## src/rtl/pwm_freq_selector.sv

```systemverilog
// pwm_freq_selector: glitch-free selection of one square-wave tap out of N_CH.
// A switch waits until the old tap is low, holds the output low, and then
// waits until the new tap is low before the new tap is handed to the output.
// This keeps the output from ever producing a shortened high pulse.
// Optional feature macro: PWM_FSW_TIMEOUT_EN. When it is defined, a switch
// that waits TIMEOUT cycles is forced through and flags Sw_timeout (sticky).
// When it is not defined, the wait states wait indefinitely, the wait counter
// is not built, and Sw_timeout is tied to 0.
module pwm_freq_selector #(
    parameter int N_CH    = 8,
    parameter int SEL_W   = 3,
    parameter int TIMEOUT = 255
) (
    input  logic             Clk,
    input  logic             Reset,
    input  logic [N_CH-1:0]  F_in,
    input  logic [SEL_W-1:0] Selector,
    output logic             Fsw,
    output logic             Busy,
    output logic             Sw_done,
    output logic             Sel_err,
    output logic             Sw_timeout
);

    typedef enum logic [1:0] {
        ST_RUN          = 2'd0,
        ST_WAIT_OLD_LOW = 2'd1,
        ST_WAIT_NEW_LOW = 2'd2
    } state_t;

    // Tap count widened by one bit so an all-ones selector can be range-checked.
    localparam logic [SEL_W:0] N_CH_L = N_CH[SEL_W:0];

    // Pick one tap out of the registered tap vector.
    function automatic logic tap_bit(input logic [N_CH-1:0]  taps_v,
                                     input logic [SEL_W-1:0] idx_v);
        logic bit_v;
        bit_v = 1'b0;
        for (int i = 0; i < N_CH; i++) begin
            bit_v = (idx_v == i[SEL_W-1:0]) ? taps_v[i] : bit_v;
        end
        return bit_v;
    endfunction

    state_t           state_r;
    state_t           state_nxt_s;
    logic [N_CH-1:0]  f_q_r;
    logic [SEL_W-1:0] sel_q_r;
    logic [SEL_W-1:0] cur_sel_r;
    logic [SEL_W-1:0] cur_sel_nxt_s;
    logic [SEL_W-1:0] pend_r;
    logic [SEL_W-1:0] pend_nxt_s;
    logic             fsw_r;
    logic             fsw_nxt_s;
    logic             busy_r;
    logic             sw_done_r;
    logic             sw_done_nxt_s;
    logic             sel_err_r;
    logic             sel_err_nxt_s;
    logic             sel_in_range_s;
    logic             old_tap_s;
    logic             new_tap_s;

`ifdef PWM_FSW_TIMEOUT_EN
    localparam logic [15:0] TIMEOUT_L = TIMEOUT[15:0];

    logic [15:0]      wait_cnt_r;
    logic [15:0]      wait_cnt_nxt_s;
    logic             sw_timeout_r;
    logic             sw_timeout_nxt_s;
    logic             timed_out_s;
`endif

    // Decode the taps and selector seen by the FSM this cycle.
    always_comb begin
        sel_in_range_s = ({1'b0, sel_q_r} < N_CH_L);
        old_tap_s      = tap_bit(f_q_r, cur_sel_r);
        new_tap_s      = tap_bit(f_q_r, pend_r);
    end

`ifdef PWM_FSW_TIMEOUT_EN
    // A wait that has used up its budget is forced through.
    always_comb begin
        timed_out_s = (wait_cnt_r == TIMEOUT_L);
    end
`endif

    // Next-state and next-output logic of the switch FSM.
    always_comb begin
        state_nxt_s   = state_r;
        cur_sel_nxt_s = cur_sel_r;
        pend_nxt_s    = pend_r;
        fsw_nxt_s     = 1'b0;
        sw_done_nxt_s = 1'b0;
        sel_err_nxt_s = ~sel_in_range_s;
`ifdef PWM_FSW_TIMEOUT_EN
        wait_cnt_nxt_s   = wait_cnt_r;
        sw_timeout_nxt_s = sw_timeout_r;
`endif
        case (state_r)
            ST_RUN: begin
                fsw_nxt_s = old_tap_s;
                if (sel_in_range_s && (sel_q_r != cur_sel_r)) begin
                    pend_nxt_s  = sel_q_r;
                    state_nxt_s = ST_WAIT_OLD_LOW;
`ifdef PWM_FSW_TIMEOUT_EN
                    wait_cnt_nxt_s = 16'd0;
`endif
                end else begin
                    state_nxt_s = ST_RUN;
                end
            end
            ST_WAIT_OLD_LOW: begin
`ifdef PWM_FSW_TIMEOUT_EN
                wait_cnt_nxt_s = wait_cnt_r + 16'd1;
`endif
                if (!old_tap_s) begin
                    // Old tap has gone low: freeze the output low from here on.
                    fsw_nxt_s   = 1'b0;
                    state_nxt_s = ST_WAIT_NEW_LOW;
                end else begin
                    fsw_nxt_s   = old_tap_s;
                    state_nxt_s = ST_WAIT_OLD_LOW;
                end
`ifdef PWM_FSW_TIMEOUT_EN
                if (timed_out_s) begin
                    fsw_nxt_s        = 1'b0;
                    cur_sel_nxt_s    = pend_r;
                    sw_done_nxt_s    = 1'b1;
                    sw_timeout_nxt_s = 1'b1;
                    state_nxt_s      = ST_RUN;
                end else begin
                    sw_timeout_nxt_s = sw_timeout_r;
                end
`endif
            end
            ST_WAIT_NEW_LOW: begin
                fsw_nxt_s = 1'b0;
`ifdef PWM_FSW_TIMEOUT_EN
                wait_cnt_nxt_s = wait_cnt_r + 16'd1;
`endif
                if (!new_tap_s) begin
                    // New tap is low, so handing it over cannot cut a high phase.
                    cur_sel_nxt_s = pend_r;
                    sw_done_nxt_s = 1'b1;
                    state_nxt_s   = ST_RUN;
                end else begin
`ifdef PWM_FSW_TIMEOUT_EN
                    if (timed_out_s) begin
                        cur_sel_nxt_s    = pend_r;
                        sw_done_nxt_s    = 1'b1;
                        sw_timeout_nxt_s = 1'b1;
                        state_nxt_s      = ST_RUN;
                    end else begin
                        state_nxt_s = ST_WAIT_NEW_LOW;
                    end
`else
                    state_nxt_s = ST_WAIT_NEW_LOW;
`endif
                end
            end
            default: begin
                fsw_nxt_s   = 1'b0;
                state_nxt_s = ST_RUN;
            end
        endcase
    end

    // Input capture, FSM state and registered outputs; reset wins over everything.
    always_ff @(posedge Clk) begin
        if (Reset) begin
            state_r   <= ST_RUN;
            f_q_r     <= '0;
            sel_q_r   <= '0;
            cur_sel_r <= '0;
            pend_r    <= '0;
            fsw_r     <= 1'b0;
            busy_r    <= 1'b0;
            sw_done_r <= 1'b0;
            sel_err_r <= 1'b0;
        end else begin
            state_r   <= state_nxt_s;
            f_q_r     <= F_in;
            sel_q_r   <= Selector;
            cur_sel_r <= cur_sel_nxt_s;
            pend_r    <= pend_nxt_s;
            fsw_r     <= fsw_nxt_s;
            busy_r    <= (state_nxt_s != ST_RUN);
            sw_done_r <= sw_done_nxt_s;
            sel_err_r <= sel_err_nxt_s;
        end
    end

`ifdef PWM_FSW_TIMEOUT_EN
    // Wait-cycle counter and sticky timeout flag.
    always_ff @(posedge Clk) begin
        if (Reset) begin
            wait_cnt_r   <= 16'd0;
            sw_timeout_r <= 1'b0;
        end else begin
            wait_cnt_r   <= wait_cnt_nxt_s;
            sw_timeout_r <= sw_timeout_nxt_s;
        end
    end

    assign Sw_timeout = sw_timeout_r;
`else
    assign Sw_timeout = 1'b0;
`endif

    assign Fsw     = fsw_r;
    assign Busy    = busy_r;
    assign Sw_done = sw_done_r;
    assign Sel_err = sel_err_r;

endmodule

```

## config.mk

```make
export PLATFORM = sky130hd
export DESIGN_NAME = pwm_freq_selector
export DESIGN_NICKNAME = d
export VERILOG_FILES = /design/src/rtl/pwm_freq_selector.sv
export SDC_FILE = /design/constraint.sdc
export NUM_CORES = 1
export LEC_CHECK = 0
export ABC_AREA = 1
export ABC_CLOCK_PERIOD_IN_PS = 1600
export BUFFER_PORTS_ARGS = -buffer_cell sky130_fd_sc_hd__buf_4
export CAP_MARGIN = 20
export CORE_MARGIN = 2
export CORE_UTILIZATION = 55
export CTS_BUF_LIST = sky130_fd_sc_hd__clkbuf_2
export DETAILED_ROUTE_END_ITERATION = 12
export GPL_TIMING_DRIVEN = 0
export PLACE_DENSITY_LB_ADDON = 0.15
export SYNTH_ARGS = -nofsm -noshare
export SYNTH_HDL_FRONTEND = slang
export SYNTH_SLANG_ARGS = --single-unit
```

## constraint.sdc

```tcl
create_clock -name Clk -period 1.6 [get_ports Clk]
set_clock_uncertainty 0.15 [all_clocks]
set_input_delay 0.4 -clock Clk [delete_from_list [all_inputs] [get_ports Clk]]
set_output_delay 0.4 -clock Clk [all_outputs]
set_load 0.01 [all_outputs]
```

==> out/qor.txt <==
status: complete, no violations
io pins: 18
hold crit path type: input port to flip-flop
vias per cell: 4.78
GP Congestion: 0.950
crit path buf inv count: 1
post-CTS setup buffers: 0
Distinct cells, synth: 15
layout cells sized above 1: 16.7%
top post-synthesis cells by area: dfxtp_1 45%, nand2_1 14%, inv_1 11%, nor2_1 9.7%, nand3_1 6.2%
RSZ-0062 raised after global routing: false
Core ar.: 1690 um^2
final WL: 1680 um
post-synth top area share: 45.4%
FF-to-FF Start: pend_r[1]
CP Max Fanout: 7
largest net degree at the start of global routing: 13
worst path arrival time: 1.47 ns
drt pass-1 iters: 4
Post-CTS Hold Buffers: 0
Clock Sinks: 22
Tmin final: 1.38 ns
P_leak: 0.000617 uW
Num CTS Buffers: 3
dpl cell area: 1110 um^2
Top Usage Layer GRT: met2
number of setup violations in the final report: 0
initial antenna violation count: 0
clk_lat worst skew: 0.31 ns
number of fillers in the final layout: 161
met1 Use GR: 23.9%
setup_tns: 0 ns
dominant cell type by area after synthesis: dfxtp_1
Final period util: 86.3%
Antenna Cells: 0
detailed-route wire length per cell: 9.36 um
DPL Wire Length: 1380 um
Critical Path Most Common Cell: nand2_1
R2R Path End: Busy
GRT met3 Usage: 3.57%
post-route ant nets: 0
kind of critical path: flip-flop to flip-flop
vias in the first global route: 714
global-route wire length before repair: 2900 um
Starting Density: 57.5%
maximum root-to-sink buffer count: 2
height of the chip: 46.0 um
multi-input logic area: 395 um^2
Mapped Avg Cell Area: 6.84 um^2
crit-path cells: inv_2, nand2_1, nand3_1, nand3_2, nand2_1, nand2_1, nand2_1, nand2_1, nand2_1
nets@finish: 176
CP Data Required Time: 1.69 ns
Post-CTS Resized: 0
number of max-cap violations: 0
Hold Path Origin: Reset
Hold Path Depth: 2
number of DRC markers in iteration 0: 32
area delta synth->final: 16.1%
Crit path max-delay family: simple AND/OR/NAND/NOR gates
Hold Crit Endpoint: Fsw
Overflow after GRT: 0
# port buffers: 15
M2 GR Usage: 31.1%
flip-flop and latch area: 440 um^2
CTS root buf: clkbuf_2
GRT Total Usage: 19.3%
cell count after placement: 175
die width: 46.0 um
Seq/Total Area, Yosys: 45.4%
Worst setup SP type: flip-flop
Clock H-tree levels: 1
FF-to-FF path depth: 9
Mapped Cells: 142
Max stage delay cell, worst path: dfxtp_1
Cell Rows: 15
Yosys warnings: 0
cell area after synthesis: 971 um^2
Pins Over Slew Limit: 0
via count: 855
Final Cell Area: 1130 um^2
CTS tree: done
pwr dens: 1180 nW/um^2
Hold Vio Cnt, Final: 0
DRC violations left: 0
fmax: 0.724 GHz
Clk pin slew, worst setup/hold paths: 0.19 ns
non-filler cells, final: 179
CP peak stage delay: 0.49 ns
R2R Setup Slk: 0.22 ns
crit end category: flip-flop
Die Area: 2120 um^2
synthesized flop and latch total: 22
VDD IR max: 0.950 mV
state kept, by name (all words and copies together) (netlist names):
signal,flops
Sw_done,1
sel_q_r,3
Busy,1
state_r,2
Fsw,1
cur_sel_r,3
pend_r,3
f_q_r,8
cells by family after synthesis:
| group | count (synthesis) | synth area share, % |
|---|---|---|
| other | 1 | 0.386 |
| xor gates and xnor gates | 3 | 2.71 |
| and+or+nand+nor | 80 | 36.7 |
| DFF | 22 | 45.4 |
| AOI/OAI and AO/OA | 1 | 0.515 |
| buffers and inverters | 35 | 14.3 |
Yosys cell counts, drive strengths merged:
cell	n
a21oi	1
buf	2
clkbuf	1
conb	1
dfxtp	22
inv	32
nand2	35
nand3	16
nand4	3
nor2	25
nor3	1
xnor2	3
cells in the final DEF (no fill, tap or decap), types with 2 or more instances in the layout:
| cell type | count |
|---|---|
| clkbuf_2 | 3 |
| dfxtp_1 | 22 |
| conb_1 | 2 |
| buf_4 | 17 |
| xnor2_1 | 3 |
| nand2_1 | 35 |
| nand4_1 | 3 |
| inv_2 | 3 |
| nand3_2 | 3 |
| nand3_1 | 12 |
| inv_1 | 29 |
| nor2_1 | 25 |
worst max path at each step:
stage | startpoint | to | depth (start not counted)
5_1_grt | cur_sel_r[2] | Busy | 9
3_3_place_gp | cur_sel_r[2] | Busy | 9
2_1_floorplan | pend_r[1] | Busy | 9
4_1_cts | pend_r[1] | Busy | 9
6_report | pend_r[1] | Busy | 9
3_5_place_dp | cur_sel_r[2] | Busy | 9
stage by stage:
stage	util [%]	total power (uW)	hold slack, ns	worst slack, ns
4_1_cts	66.7	1340	0.0929	0.212
3_3_place_gp	65.6	1120	0.302	0.257
3_5_place_dp	65.6	1140	0.299	0.234
5_1_grt	66.7	1430	0.0733	0.0833
2_1_floorplan	-	1020	0.271	0.399
6_report	66.7	1330	0.106	0.219
layout make-up:
| cell class | count | share of cell area [%] |
|---|---|---|
| well taps | 17 | 1.89 |
| repair buffers | 15 | 9.99 |
| inverters | 32 | 10.7 |
| multi-input cells | 86 | 35.1 |
| clock inverters | 1 | 0.333 |
| clock buffers | 3 | 1.33 |
| plain buffers | 3 | 1.66 |
| flip-flops and latches | 22 | 39.1 |
worst register-to-register path: stages (launching register included):
cell and delay, ns:
dfxtp_1 0.49, inv_2 0.08, nand2_1 0.07, nand3_1 0.09
nand3_2 0.13, nand2_1 0.06, nand2_1 0.07, nand2_1 0.06
nand2_1 0.07, nand2_1 0.05
where the power goes:
part | internal (uW) | switching, uW
Combinational | 174 | 246
Clock | 54.3 | 152
Sequential | 631 | 74.3
Total | 859 | 473
layer usage:
metal	wire length, um	up-vias
li1	-	456
met1	771	371
met2	789	23
met3	78	5
met4	36	0
met5	0	-
No activity file was read; power rests on OpenSTA's default activity.
